===== src/rtl/adder_pkg.sv =====
`default_nettype none
// ============================================================================
//  Module      : adder_pkg
//  Description : Shared widths and control-state encoding for the word-serial
//                multi-word adder (adder_32b_seq).
//                  WORD_W  - width of one streamed operand word
//                  IDX_W   - width of the word index carried with each sum word
//                  state_e - IDLE (awaiting word 0) / BUSY (mid-operand)
//  Revision    : 1.0 - initial release
// ============================================================================
package adder_pkg;

    localparam int WORD_W = 32;
    localparam int IDX_W  = 8;

    typedef enum logic [0:0] {
        IDLE = 1'b0,
        BUSY = 1'b1
    } state_e;

endpackage : adder_pkg
`default_nettype wire


===== src/rtl/adder_32b.sv =====
`default_nettype none
// ============================================================================
//  Module      : adder_32b
//  Description : Existing combinational 32-bit ripple adder with carry in/out.
//  Ports       : a, b      - 32-bit addends
//                carry_in  - carry into bit 0
//                sum       - 32-bit sum
//                carry_out - carry out of bit 31
//  Revision    : 1.0 - initial release
// ============================================================================
module adder_32b (
    input  logic [31:0] a,
    input  logic [31:0] b,
    input  logic        carry_in,
    output logic [31:0] sum,
    output logic        carry_out
);

    assign {carry_out, sum} = {1'b0, a} + {1'b0, b} + {32'd0, carry_in};

endmodule : adder_32b
`default_nettype wire


===== src/rtl/adder_32b_seq.sv =====
`default_nettype none
// ============================================================================
//  Module      : adder_32b_seq
//  Description : Word-serial multi-word adder. Two WORDS*32-bit operands are
//                streamed LS word first, one word pair per beat, through a
//                single adder_32b with the carry registered between beats.
//                Sum words leave through a single-entry registered output
//                stage; the last word carries the final carry and the signed
//                overflow of the full-width add.
//  Ports       : clk, rst_n            - clock, async active-low reset
//                in_valid/in_ready     - input word-pair handshake
//                in_a, in_b            - operand words
//                in_carry_in           - operand carry-in (word 0 only)
//                out_valid/out_ready   - output handshake
//                out_sum, out_idx      - sum word and its index
//                out_last              - sum word is word WORDS-1
//                out_carry, out_ovf    - final carry / overflow (last word only)
//  Revision    : 1.0 - initial release
// ============================================================================
module adder_32b_seq
    import adder_pkg::*;
#(
    parameter int WORDS = 4     // words per operand, 1..256
) (
    input  logic              clk,
    input  logic              rst_n,
    input  logic              in_valid,
    output logic              in_ready,
    input  logic [WORD_W-1:0] in_a,
    input  logic [WORD_W-1:0] in_b,
    input  logic              in_carry_in,
    output logic              out_valid,
    input  logic              out_ready,
    output logic [WORD_W-1:0] out_sum,
    output logic [IDX_W-1:0]  out_idx,
    output logic              out_last,
    output logic              out_carry,
    output logic              out_ovf
);

    localparam logic [IDX_W-1:0] LAST_IDX = IDX_W'(WORDS - 1);

    // ------------------------------------------------------------------
    // State
    // ------------------------------------------------------------------
    state_e              state_q,     state_d;
    logic [IDX_W-1:0]    idx_q,       idx_d;
    logic                carry_q,     carry_d;
    logic                out_valid_q, out_valid_d;
    logic [WORD_W-1:0]   out_sum_q,   out_sum_d;
    logic [IDX_W-1:0]    out_idx_q,   out_idx_d;
    logic                out_last_q,  out_last_d;
    logic                out_carry_q, out_carry_d;
    logic                out_ovf_q,   out_ovf_d;

    // ------------------------------------------------------------------
    // Datapath
    // ------------------------------------------------------------------
    logic              w_xfer;
    logic              w_first;
    logic              w_last;
    logic              w_add_cin;
    logic [WORD_W-1:0] w_add_sum;
    logic              w_add_cout;
    logic              w_ovf;

    // Output slot frees up in the same cycle the consumer takes it, so a
    // full-rate stream never bubbles.
    assign in_ready = !out_valid_q || out_ready;
    assign w_xfer   = in_valid && in_ready;

    // IDLE is exactly "next word is word 0"; with WORDS == 1 the block never
    // leaves IDLE so every beat takes the external carry-in.
    assign w_first   = (state_q == IDLE);
    assign w_last    = (idx_q == LAST_IDX);
    assign w_add_cin = w_first ? in_carry_in : carry_q;

    adder_32b u_adder (
        .a         (in_a),
        .b         (in_b),
        .carry_in  (w_add_cin),
        .sum       (w_add_sum),
        .carry_out (w_add_cout)
    );

    // Overflow of the full-width add depends only on the MS word's sign bits.
    assign w_ovf = w_last
                && (in_a[WORD_W-1] == in_b[WORD_W-1])
                && (w_add_sum[WORD_W-1] != in_a[WORD_W-1]);

    // ------------------------------------------------------------------
    // Next-state
    // ------------------------------------------------------------------
    always_comb begin
        state_d     = state_q;
        idx_d       = idx_q;
        carry_d     = carry_q;
        out_valid_d = out_valid_q;
        out_sum_d   = out_sum_q;
        out_idx_d   = out_idx_q;
        out_last_d  = out_last_q;
        out_carry_d = out_carry_q;
        out_ovf_d   = out_ovf_q;

        if (w_xfer) begin
            idx_d       = w_last ? '0 : idx_q + 1'b1;
            state_d     = w_last ? IDLE : BUSY;
            carry_d     = w_add_cout;
            out_valid_d = 1'b1;
            out_sum_d   = w_add_sum;
            out_idx_d   = idx_q;
            out_last_d  = w_last;
            out_carry_d = w_last && w_add_cout;
            out_ovf_d   = w_ovf;
        end else if (out_ready) begin
            out_valid_d = 1'b0;
        end
    end

    // ------------------------------------------------------------------
    // Registers
    // ------------------------------------------------------------------
    always_ff @(posedge clk or negedge rst_n) begin
        if (!rst_n) begin
            state_q     <= IDLE;
            idx_q       <= '0;
            carry_q     <= 1'b0;
            out_valid_q <= 1'b0;
            out_sum_q   <= '0;
            out_idx_q   <= '0;
            out_last_q  <= 1'b0;
            out_carry_q <= 1'b0;
            out_ovf_q   <= 1'b0;
        end else begin
            state_q     <= state_d;
            idx_q       <= idx_d;
            carry_q     <= carry_d;
            out_valid_q <= out_valid_d;
            out_sum_q   <= out_sum_d;
            out_idx_q   <= out_idx_d;
            out_last_q  <= out_last_d;
            out_carry_q <= out_carry_d;
            out_ovf_q   <= out_ovf_d;
        end
    end

    assign out_valid = out_valid_q;
    assign out_sum   = out_sum_q;
    assign out_idx   = out_idx_q;
    assign out_last  = out_last_q;
    assign out_carry = out_carry_q;
    assign out_ovf   = out_ovf_q;

endmodule : adder_32b_seq
`default_nettype wire

===== config.mk =====
export PLATFORM = sky130hd
export DESIGN_NAME = adder_32b_seq
export DESIGN_NICKNAME = d
export VERILOG_FILES = /design/src/rtl/adder_pkg.sv /design/src/rtl/adder_32b.sv /design/src/rtl/adder_32b_seq.sv
export SDC_FILE = /design/constraint.sdc
export NUM_CORES = 1
export LEC_CHECK = 0
export ABC_AREA = 1
export CAP_MARGIN = 25
export CORE_UTILIZATION = 50
export CTS_CLUSTER_DIAMETER = 100
export DETAILED_ROUTE_END_ITERATION = 10
export PLACE_DENSITY_LB_ADDON = 0.08
export SLEW_MARGIN = 40
export SYNTH_ARGS = -nofsm -noshare
export SYNTH_HDL_FRONTEND = slang
export SYNTH_SLANG_ARGS = --single-unit

===== constraint.sdc =====
create_clock -name clk -period 5.1 [get_ports clk]
set_clock_uncertainty 0.2 [all_clocks]
set_input_delay 0.51 -clock clk [delete_from_list [all_inputs] [get_ports clk]]
set_output_delay 0.51 -clock clk [all_outputs]
set_load 0.05 [all_outputs]

# Word level (Yosys, flattened, before mapping)
# Index checks and enable logic that the tools add are counted.
# totals
regBits	54
input_bits	69
out_inout_bits	45
# op_classes
add_sub_neg	3
eq_ne	3
n_mux	5
reduce_logical	7
# op_table
operator	n
$add 32x32->33	1
$add 33x1->33	1
$add 8x1->8 const B	1
$eq 8x2->1 const B	1
$mux 8	1
$logic_and 1x1->1	4
$mux 1	4
$reduce_bool 2->1	1
$eq 1x1->1	1
$logic_not 1->1	1
$logic_or 1x1->1	1
$ne 1x1->1	1

# Longest topological paths before layout
# Gate-level depths: netlist of the first run.
# logic_depth
word_depth	4
depth_mapped	15

# By module
# From an unflattened synthesis of the first run, not the netlist that was laid out.
# unflattened
hier_cells	766
area_unflattened_um2	4626.9
# modules_own_cells
module	n_inst	cells_per_inst	area_each_um2
adder_32b	1	505	2393.5
adder_32b_seq	1	261	2233.4

# Least setup slack after synthesis of the first run
# No wires, ideal clock.
# synth_path
path_type	input to register
startpoint	in in_carry_in
endpoint	reg out_carry_q (netlist: out_carry)
arrival_ps	2200
required_time_ps	4782
path_slack_ps	2582
stages	14
cell_sequence	nand2_1 -> nand2_1 -> fa_1 -> fa_1 -> nand3_1 -> nand3_1 -> nand3_1 -> nand3_2 -> nand2_1 -> nand2_1 -> nand2_1 -> nand2_1 -> nand2_1 -> nand2_1
# synth_between
elab_chain_len	3
# synth_lines
item	line	text
start, declared	adder_32b_seq.sv:31	input logic in_carry_in,
$mux 1	adder_32b_seq.sv:76	assign w_add_cin = w_first ? in_carry_in : carry_q;
$add 33x1->33	adder_32b.sv:19	assign {carry_out, sum} = {1'b0, a} + {1'b0, b} + {32'd0, carry_in};
$logic_and 1x1->1	adder_32b_seq.sv:113	out_carry_d = w_last && w_add_cout;
end signal, assigned	adder_32b_seq.sv:142	out_carry_q <= out_carry_d;
end, declared	adder_32b_seq.sv:53	logic out_carry_q, out_carry_d;
# No other way between the ends.
# A chain may end at the register's enable or synchronous reset.

# Final worst setup path of the first run
# layout_path
startpoint	in in_carry_in
endpoint	reg carry_q
# layout_between
elab_chain_len	2
# layout_lines
item	line	text
$mux 1	adder_32b_seq.sv:76	
$add 33x1->33	adder_32b.sv:19	
end signal, assigned	adder_32b_seq.sv:137	carry_q <= carry_d;
end, declared	adder_32b_seq.sv:48	logic carry_q, carry_d;
# No other way between the ends.

==> results.tsv, run 1 <==
stage	metric	value	unit
critical_path	CP endpoint kind	register	
floorplanning	Die Ht	98.6	um
yosys	Syn Area/Cell	6.20	um^2
floorplanning	DIE WIDTH	98.6	um
yosys	post-synth cell types	30	
global_routing	first-pass GRT wire length	21600	um
sta	final setup fails	0	
detailed_routing	Vias	4886	
clock_network	Clk Latency, worst-skew pair	0.32	ns
floorplanning	Core ar.	0.00889	mm^2
yosys	Seq/Total Area, Yosys	0.290	
hold_path	hold crit path type	input pin to async pin	
clock_network	cts hold-fix bufs	0	
critical_path	Setup CP Type	input pin to register	
yosys	post-synth top area cell	dfrtp_1	
outcome	status	complete, no violations	
clock_network	CTS root buf	clkbuf_8	
critical_path	worst reg-to-reg path cell count	14	
finish	multi-input logic area	0.00274	mm^2
global_routing	GRT Overall Usage	0.278	
sta	max_slew headroom	0.533	
detailed_routing	per-cell routed wire length	13.2	um
sta	f_max	333	MHz
sta	actual slew at the worst max-slew pin	0.700	ns
sta	final worst-path cycle share	0.588	
clock_network	Max clock buf depth	2	
sta	Final Hold Vio Count	0	
clock_network	Num CTS Buffers	5	
power_and_ir_drop	pwr dens	307	mW/mm^2
yosys	Mapped Area	0.00466	mm^2
yosys	asr flop ratio synth	1.00	
finish	share of layout cells above drive strength 1	0.0520	
finish	sequential cell area	0.00135	mm^2
clock_network	CTS clk-pin slew, worst paths	0.10	ns
global_routing	largest net degree at the start of global routing	69	
yosys	Seq cells post-synth	54	
critical_path	reg2reg setup slack	2.30	ns
yosys	Gate Count Post-Synth	752	
clock_network	clk sink count	54	
finish	Antenna diodes	0	
global_routing	vias in the first global route	4718	
yosys	Synth area leaders	dfrtp_1 (29%), nand2_1 (25%), inv_1 (11%), ha_1 (8.6%), nand3_1 (4.8%)	
clock_network	H-tree depth	2	
floorplanning	Die ar.	0.00971	mm^2
place	GP Congestion	0.915	
detailed_routing	post-route ant nets	0	
critical_path	crit path launch type	input pin	
critical_path	Worst path slowest cell	fa_1	
yosys	most frequent cell after synthesis	nand2_1	
critical_path	Crit Reg-Reg Startpoint	carry_q	
yosys	Post-synth top cells	nand2_1 (309), inv_1 (137), dfrtp_1 (54)	
critical_path	Crit Path Max Fanout	4	
yosys	number of synthesized flops with an enable pin	0	
sta	worst hold margin	0.116	ns
place	IO Port Bufs	113	
detailed_routing	Routed WL	12800	um
finish	final core occ	0.673	
yosys	Synth Warn #	0	
floorplanning	# rows	34	
critical_path	CP bufs+invs	1	
global_routing	initial antenna violation count	0	
clock_network	Post-CTS Setup Inserts	0	
sta	crit path time final	3.00	ns
detailed_routing	DR iter-0 viols	224	
yosys	Post-Syn Nets	855	
run	max-cap violations	0	
floorplanning	I/O pin total	114	
finish	Fillers	810	
sta	Final TNS setup	0	ns
critical_path	r2r endpoint	carry_q	
detailed_routing	Vias per Instance	5.02	
power_and_ir_drop	VDD IR-drop max	0.158	mV
critical_path	crit-path cells	clkdlybuf4s50_1 -> nand2_1 -> nand2_1 -> fa_1 -> fa_1 -> nand3_1 -> nand3_1 -> nand3_1 -> nand3_2 -> nand2_1 -> nand2_1 -> nand2_1 -> nand2_1 -> nand2_1 -> nand2_1	
detailed_routing	TritonRoute pass-1 iters	5	
place	dpl hpwl	10500	um
finish	nets	968	
critical_path	most used cell, CP	nand2_1	
yosys	Yosys top cell area share	0.290	
finish	Synth-to-Final Area Change	28.4	%
critical_path	Largest delay share family, worst path	simple AND/OR/NAND/NOR gates	
power_and_ir_drop	P_leak	0.00331	uW
critical_path	Critical Path AT	3.01	ns
sta	Max Slew Vio Count	0	
global_routing	gr ovfl total	0	
sta	RSZ-0062 raised after global routing	false	
floorplanning	Initial Utilization	0.524	
critical_path	biggest cell delay along the critical path	0.49	ns
clock_network	cts repair resizes	0	
critical_path	data required time of the critical path	5.11	ns
detailed_routing	number of remaining DRC errors	0	
clock_network	TritonCTS clock tree	yes	
yosys	predominant post-synthesis flop cell	dfrtp_1	
[layout make-up]
type                       instances  share of cell area
clock buffer                       5              0.0115
clock inverter                     2             0.00230
inverter                         142              0.0893
multi-input combinational        547               0.458
sequential                        54               0.226
tap                              108              0.0226
timing repair buffer             115               0.191
[layer usage]
layer / global-route usage / share of wire
met5: 0 / 0
met4: 0.0884 / 0.026
met3: 0.0298 / 0.038
met2: 0.518 / 0.49
met1: 0.333 / 0.44
[power breakdown]
part	total (uW)	internal (uW)	switching, uW	leakage, uW
Sequential	604	537	66.7	0.000658
Clock	244	95.5	148	0.0000444
Combinational	991	341	650	0.00260
Total	1840	973	865	0.00331
[through the flow]
stage	setup slack, ns	instance area (um^2)	cells	power, uW
after floorplan	2.58	4660	752	1260
after global placement	1.94	5900	966	1580
after detailed placement	1.83	5900	966	1600
after CTS	2.12	5980	973	1850
after global routing	1.94	5980	973	1960
final	2.10	5980	973	1840
[worst max-delay path by stage]
stage	to	from	depth (start not counted)
2_1_floorplan	out_carry	in_carry_in	14
3_3_place_gp	carry_q	in_carry_in	15
3_5_place_dp	carry_q	in_carry_in	15
4_1_cts	carry_q	in_carry_in	15
5_1_grt	carry_q	in_carry_in	15
6_report	carry_q	in_carry_in	15
[flip-flops by register name, indices dropped and copies added (netlist names)]
register   flops
out_last       1
out_carry      1
out_ovf        1
out_valid      1
state_q        1
out_idx        8
out_sum       32
idx_q          8
carry_q        1
[layout by cell type, fill, tap and decap left out, types with 3 or more instances in the layout]
| cell type | n |
|---|---|
| a21oi_1 | 21 |
| dfrtp_1 | 54 |
| inv_2 | 4 |
| inv_1 | 137 |
| xor2_1 | 3 |
| nor2_1 | 35 |
| clkdlybuf4s50_1 | 112 |
| clkbuf_8 | 5 |
| ha_1 | 32 |
| nor2_2 | 5 |
| nand4_1 | 8 |
| xnor2_1 | 11 |
| nand2_1 | 309 |
| nor3_2 | 3 |
| nand3b_1 | 3 |
| nor3_1 | 10 |
| nand3_1 | 45 |
| nand2_2 | 16 |
| nand3_2 | 3 |
| o21ai_1 | 4 |
| and2_1 | 6 |
| o21ai_0 | 23 |
[cells by family (layout without fill, tap and decap cells)]
logic type      count (synthesis)  count (layout)  synth area share
simple gates                  448             448             0.411
buf+inv                       151             264             0.122
flops                          54              54             0.290
compound gates                 51              51            0.0561
fa+ha+maj                      34              34            0.0945
xor+xnor                       14              14            0.0263
Power figures use the tool's default switching activity.
==> inputs of run 2 (changes only) <==
--- a/config.mk
+++ b/config.mk
@@ -7,7 +7,7 @@
 export LEC_CHECK = 0
 export ABC_AREA = 1
 export CAP_MARGIN = 25
-export CORE_UTILIZATION = 50
+export CORE_UTILIZATION = 46
 export CTS_CLUSTER_DIAMETER = 100
 export DETAILED_ROUTE_END_ITERATION = 10
 export PLACE_DENSITY_LB_ADDON = 0.08
==> constraint.sdc (replaced) <==
create_clock -name clk -period 2.5 [get_ports clk]
set_clock_uncertainty 0.2 [all_clocks]
set_input_delay 0.25 -clock clk [delete_from_list [all_inputs] [get_ports clk]]
set_output_delay 0.25 -clock clk [all_outputs]
set_load 0.05 [all_outputs]
==> results.tsv, run 2 (same netlist as run 1, synthesis figures left out) <==
stage	metric	value	unit	change
outcome	status	complete, no violations		
place	dpl cell area	0.00608	mm^2	+3.1%
global_routing	first-pass GRT wire length	21200	um	-2.1%
power_and_ir_drop	clock power share	0.140		+0.007
critical_path	reg2reg setup slack	0.12	ns	-2.18 ns
global_routing	largest net degree at the start of global routing	60		-13%
detailed_routing	post-route ant nets	0		unchanged
critical_path	data required time of the critical path	2.52	ns	-2.59 ns
sta	Final Hold Vio Count	0		unchanged
place	IO Port Bufs	113		unchanged
hold_path	hold crit path type	input pin to async pin		
detailed_routing	DR iter-0 viols	179		-20%
global_routing	GRT Overall Usage	0.261		-0.0167
clock_network	Clk Latency, worst-skew pair	0.31	ns	about the same
clock_network	clk sink count	54		unchanged
sta	actual slew at the worst max-slew pin	0.528	ns	-0.172 ns
global_routing	gr ovfl total	0		unchanged
run	max-cap violations	0		unchanged
detailed_routing	Vias	4886		unchanged
finish	final core occ	0.642		-0.0309
place	dpl hpwl	10700	um	+2.5%
finish	non-filler cells in the finished layout	1017		+4.5%
power_and_ir_drop	Psw	1800	uW	+110%
sta	f_max	420	MHz	
power_and_ir_drop	switching fraction of total power	0.465		-0.00592
finish	Fillers	971		+20%
sta	max_slew headroom	0.648		+0.115
finish	max FFs per register	32		unchanged
finish	Synth-to-Final Area Change	35.3	%	
sta	crit path time final	2.38	ns	
finish	Antenna diodes	0		unchanged
power_and_ir_drop	pwr dens	614	mW/mm^2	+100%
global_routing	initial antenna violation count	0		unchanged
detailed_routing	Routed WL	13000	um	+1.5%
finish	share of layout cells above drive strength 1	0.0894		+0.0373
place	GP Congestion	0.914		about the same
finish	Design Area, Final	0.00631	mm^2	+5.4%
finish	sequential cell area	0.00135	mm^2	unchanged
critical_path	worst reg-to-reg path cell count	13		-1
sta	final setup fails	0		unchanged
critical_path	r2r endpoint	out_sum[14]		
sta	Max Slew Vio Count	0		unchanged
sta	final worst-path cycle share	0.952		
floorplanning	I/O pin total	114		unchanged
critical_path	CP endpoint kind	register		
critical_path	Critical Path AT	2.39	ns	-0.62 ns
detailed_routing	per-cell routed wire length	12.8	um	-2.9%
critical_path	crit path launch type	register		
power_and_ir_drop	combinational power share	0.543		+0.004
critical_path	Setup CP Type	register to register		
power_and_ir_drop	VDD IR-drop max	0.380	mV	+140%
place	placed insts	1006		+4.1%
floorplanning	Die Ht	103	um	+4.2%
critical_path	Crit Reg-Reg Startpoint	state_q		
clock_network	Max clock buf depth	2		unchanged
floorplanning	Core ar.	0.00982	mm^2	+10%
floorplanning	# rows	36		+5.9%
finish	multi-input logic area	0.00284	mm^2	+3.5%
power_and_ir_drop	P_leak	0.00344	uW	+4.2%
clock_network	TritonCTS clock tree	yes		
critical_path	Crit Path Max Fanout	4		unchanged
power_and_ir_drop	Cell Int Power	2070	uW	+110%
detailed_routing	number of remaining DRC errors	0		unchanged
clock_network	Num CTS Buffers	5		unchanged
floorplanning	DIE WIDTH	103	um	+4.2%
power_and_ir_drop	Sequential Power Share	0.318		-0.010
detailed_routing	Vias per Instance	4.80		-4.3%
floorplanning	Die ar.	0.0105	mm^2	+8.5%
detailed_routing	TritonRoute pass-1 iters	5		unchanged
clock_network	H-tree depth	2		unchanged
floorplanning	Initial Utilization	0.475		-0.0496
finish	nets	986		+1.9%
clock_network	CTS root buf	clkbuf_8		
finish	most frequent cells in the layout	nand2_1 (299), inv_1 (136), clkdlybuf4s50_1 (112)		
clock_network	CTS clk-pin slew, worst paths	0.11	ns	about the same
global_routing	vias in the first global route	4606		-2.4%
finish	most common cell after layout, fill and taps aside	nand2_1		
==> run 2: worst max path at each step <==
stage          cells after the start     endpoint        start
6_report                          13  out_sum[14]      state_q
5_1_grt                           14  out_sum[26]      state_q
4_1_cts                           14    out_carry      carry_q
3_5_place_dp                      15    out_carry  in_carry_in
3_3_place_gp                      15    out_carry  in_carry_in
2_1_floorplan                     14    out_carry      state_q
==> run 2: area by class of cell <==
cell class	instances	area share
Tap cell	133	0.0264
Clock buffer	6	0.0131
Sequential cell	54	0.214
Inverter	142	0.0845
Multi-Input combinational cell	547	0.450
Clock inverter	2	0.00278
Timing Repair Buffer	133	0.209
==> run 2: power groups by stage <==
stage | Combinational (uW) | Sequential [uW] | Clock (uW)
floorplan | 760 | 1800 | 0
global placement | 2040 | 1240 | 0
detailed placement | 2070 | 1250 | 0
CTS | 2080 | 1230 | 560
global route | 2300 | 1260 | 587
finish | 2100 | 1230 | 542
==> run 2: per-stage QoR <==
step | power (uW) | setup TNS (ns) | hold WS, ns | setup WS (ns)
after CTS | 3870 | 0 | 0.237 | 0.0452
after global placement | 3280 | -2.14 | 0.0397 | -0.210
after global routing | 4150 | -0.0880 | 0.277 | -0.0346
final | 3870 | 0 | 0.228 | 0.121
after floorplan | 2560 | 0 | -0.246 | 0.121
after detailed placement | 3320 | -3.32 | 0.0500 | -0.270
==> run 2: repair_timing <==
action                                 CTS  global route
pin swaps                                0            11
hold buffers                             1             0
resized for setup                        1            24
endpoints found under the hold margin   17             0
setup endpoints to repair                3             9
setup buffers                            0             2
==> run 2: critical path: stages (launching register included) <==
cell and delay (ns):
dfrtp_1 0.37, inv_2 0.04, nand2_1 0.07, nand2_2 0.06, fa_2 0.39, fa_2 0.39
buf_6 0.14, nand2_4 0.07, nand3_4 0.08, nand2_4 0.07, nand2_4 0.06, or2_1 0.23
nand3_1 0.06, nand2_1 0.05
==> run 2: metal layers <==
metal | global-route usage | share of wire
met4 | 0.0758 | 0.020
met2 | 0.473 | 0.49
met5 | 0 | 0
met1 | 0.328 | 0.44
met3 | 0.0231 | 0.044
==> inputs of run 3 (changes only) <==
--- a/config.mk
+++ b/config.mk
@@ -7,10 +7,12 @@
 export LEC_CHECK = 0
 export ABC_AREA = 1
 export CAP_MARGIN = 25
+export CORE_MARGIN = 2
 export CORE_UTILIZATION = 46
 export CTS_CLUSTER_DIAMETER = 100
 export DETAILED_ROUTE_END_ITERATION = 10
 export PLACE_DENSITY_LB_ADDON = 0.08
+export SETUP_SLACK_MARGIN = 0.3
 export SLEW_MARGIN = 40
 export SYNTH_ARGS = -nofsm -noshare
 export SYNTH_HDL_FRONTEND = slang
==> results.tsv, run 3 (same netlist as run 1, synthesis figures left out) <==
stage	metric	value	unit	change
hold_path	hold path depth	1		
critical_path	Worst path slowest cell	fa_2		
critical_path	crit path launch type	register		
critical_path	Setup CP Type	register to register		
global_routing	gr ovfl total	0		unchanged
detailed_routing	Vias per Instance	4.90		+2.0%
detailed_routing	TritonRoute pass-1 iters	5		unchanged
power_and_ir_drop	VDD IR-drop max	0.483	mV	+27%
run	max-cap violations	0		unchanged
global_routing	initial antenna violation count	0		unchanged
detailed_routing	post-route ant nets	0		unchanged
global_routing	largest net degree at the start of global routing	55		-8.3%
clock_network	Max clock buf depth	2		unchanged
place	dpl hpwl	11300	um	+5.7%
finish	most frequent cells in the layout	nand2_1 (283), inv_1 (137), clkdlybuf4s50_1 (112)		
detailed_routing	DR iter-0 viols	192		+7.3%
finish	final core occ	0.664		+0.0219
sta	actual slew at the worst max-slew pin	0.714	ns	+0.186 ns
critical_path	CP endpoint kind	register		
sta	RSZ-0062 raised after global routing	true		
detailed_routing	Vias	5038		+3.1%
detailed_routing	number of remaining DRC errors	0		unchanged
sta	max_slew headroom	0.524		-0.124
floorplanning	DIE WIDTH	105	um	+1.9%
critical_path	Crit Path Max Fanout	4		unchanged
hold_path	hold crit path type	register to register		
critical_path	Crit Reg-Reg Startpoint	state_q		
place	GP Congestion	0.924		+1.0%
finish	most common cell after layout, fill and taps aside	nand2_1		
outcome	status	complete, no violations		
clock_network	Num CTS Buffers	5		unchanged
sta	Max Slew Vio Count	0		unchanged
floorplanning	Core ar.	0.00982	mm^2	unchanged
critical_path	reg2reg setup slack	0.11	ns	-0.02 ns
critical_path	biggest cell delay along the critical path	0.41	ns	+0.02 ns
global_routing	GRT Overall Usage	0.261		about the same
floorplanning	Initial Utilization	0.475		unchanged
sta	setup ws final	0.105	ns	-0.0155 ns
global_routing	first-pass GRT wire length	23100	um	+9.2%
critical_path	Largest delay share family, worst path	simple AND/OR/NAND/NOR gates		
clock_network	CTS clk-pin slew, worst paths	0.10	ns	about the same
sta	f_max	418	MHz	-0.65%
finish	Antenna diodes	0		unchanged
global_routing	vias in the first global route	4958		+7.6%
floorplanning	# rows	36		unchanged
clock_network	clk sink count	54		unchanged
sta	Final Hold Vio Count	0		unchanged
finish	Synth-to-Final Area Change	39.9	%	
critical_path	Critical Path AT	2.42	ns	+0.03 ns
detailed_routing	per-cell routed wire length	13.5	um	+5.6%
critical_path	data required time of the critical path	2.52	ns	about the same
sta	final worst-path cycle share	0.958		+0.00622
place	pre-CTS setup slack	-0.209	ns	+0.0605 ns
hold_path	Hold Crit Start	idx_q[7]		
finish	max FFs per register	32		unchanged
floorplanning	I/O pin total	114		unchanged
critical_path	worst reg-to-reg path cell count	15		+2
power_and_ir_drop	P_leak	0.00358	uW	+4.0%
clock_network	H-tree depth	2		unchanged
critical_path	CP bufs+invs	1		-1
sta	crit path time final	2.39	ns	+0.0155 ns
detailed_routing	Routed WL	13900	um	+6.7%
clock_network	Clk Latency, worst-skew pair	0.33	ns	+0.02 ns
power_and_ir_drop	pwr dens	623	mW/mm^2	+1.5%
critical_path	r2r endpoint	out_carry		
place	IO Port Bufs	113		unchanged
floorplanning	Die ar.	0.0110	mm^2	+3.9%
clock_network	TritonCTS clock tree	yes		
floorplanning	Die Ht	105	um	+1.9%
finish	share of layout cells above drive strength 1	0.132		+0.0425
critical_path	crit-path cells	inv_1 -> nand2_1 -> nand2_2 -> fa_2 -> fa_2 -> nand3_2 -> nand3_4 -> nand3_4 -> nand3_4 -> nand2_4 -> nand2_4 -> nand2_2 -> nand2_2 -> nand2_1 -> nand2_1		
clock_network	CTS root buf	clkbuf_8		
hold_path	hold path endpoint	idx_q[7]		
sta	final setup fails	0		unchanged
finish	nets	997		+1.1%
## run 3: stage by stage
stage | instance area (um^2) | cells | total power, uW | setup TNS (ns) | hold WS [ns]
floorplan | 4680 | 752 | 2570 | 0 | -0.246
global placement | 6120 | 1013 | 3300 | -0.889 | 0.232
detailed placement | 6120 | 1013 | 3340 | -1.92 | 0.243
CTS | 6370 | 1025 | 4040 | 0 | 0.280
global route | 6520 | 1028 | 4320 | -0.0267 | 0.285
finish | 6520 | 1028 | 4070 | 0 | 0.276
## run 3: cell type report
| cell class | count | area, um^2 |
|---|---|---|
| fillers | 938 | 3300 |
| multi-input cells | 547 | 2980 |
| repair buffers | 144 | 1370 |
| flip-flops and latches | 54 | 1350 |
| inverters | 142 | 533 |
| well taps | 133 | 166 |
| clock buffers | 6 | 82.6 |
| clock inverters | 2 | 38.8 |
## run 3: report_power, final
group | internal, uW | switching [uW] | leakage (uW)
sequential | 1100 | 137 | 0.000658
clock | 331 | 329 | 0.0000618
combinational | 782 | 1390 | 0.00286
total | 2210 | 1860 | 0.00358
## run 3: metal layers
layer | GRT usage | share of wire | vias to the layer above
li1 | - | - | 2578
met1 | 0.313 | 0.43 | 2292
met2 | 0.479 | 0.50 | 138
met3 | 0.0387 | 0.045 | 30
met4 | 0.0810 | 0.026 | 0
met5 | 0 | 0 | -
## run 3: how the worst max path moves through the flow
| stage | startpoint | end | slack (ns) | cells past startpoint |
|---|---|---|---|---|
| 2_1_floorplan | state_q | out_carry | 0.25 | 14 |
| 3_3_place_gp | in_carry_in | carry_q | -0.14 | 15 |
| 3_5_place_dp | in_carry_in | out_carry | -0.21 | 15 |
| 4_1_cts | state_q | out_carry | 0.17 | 15 |
| 5_1_grt | carry_q | carry_q | -0.02 | 14 |
| 6_report | state_q | out_carry | 0.11 | 15 |
## run 3: repair_timing
item	in CTS	in global routing
endpoints found under the hold margin	54	0
pin swaps	18	15
endpoints found under the setup margin	25	29
gates resized for setup	24	34
setup buffers	3	3
hold buffers	1	0
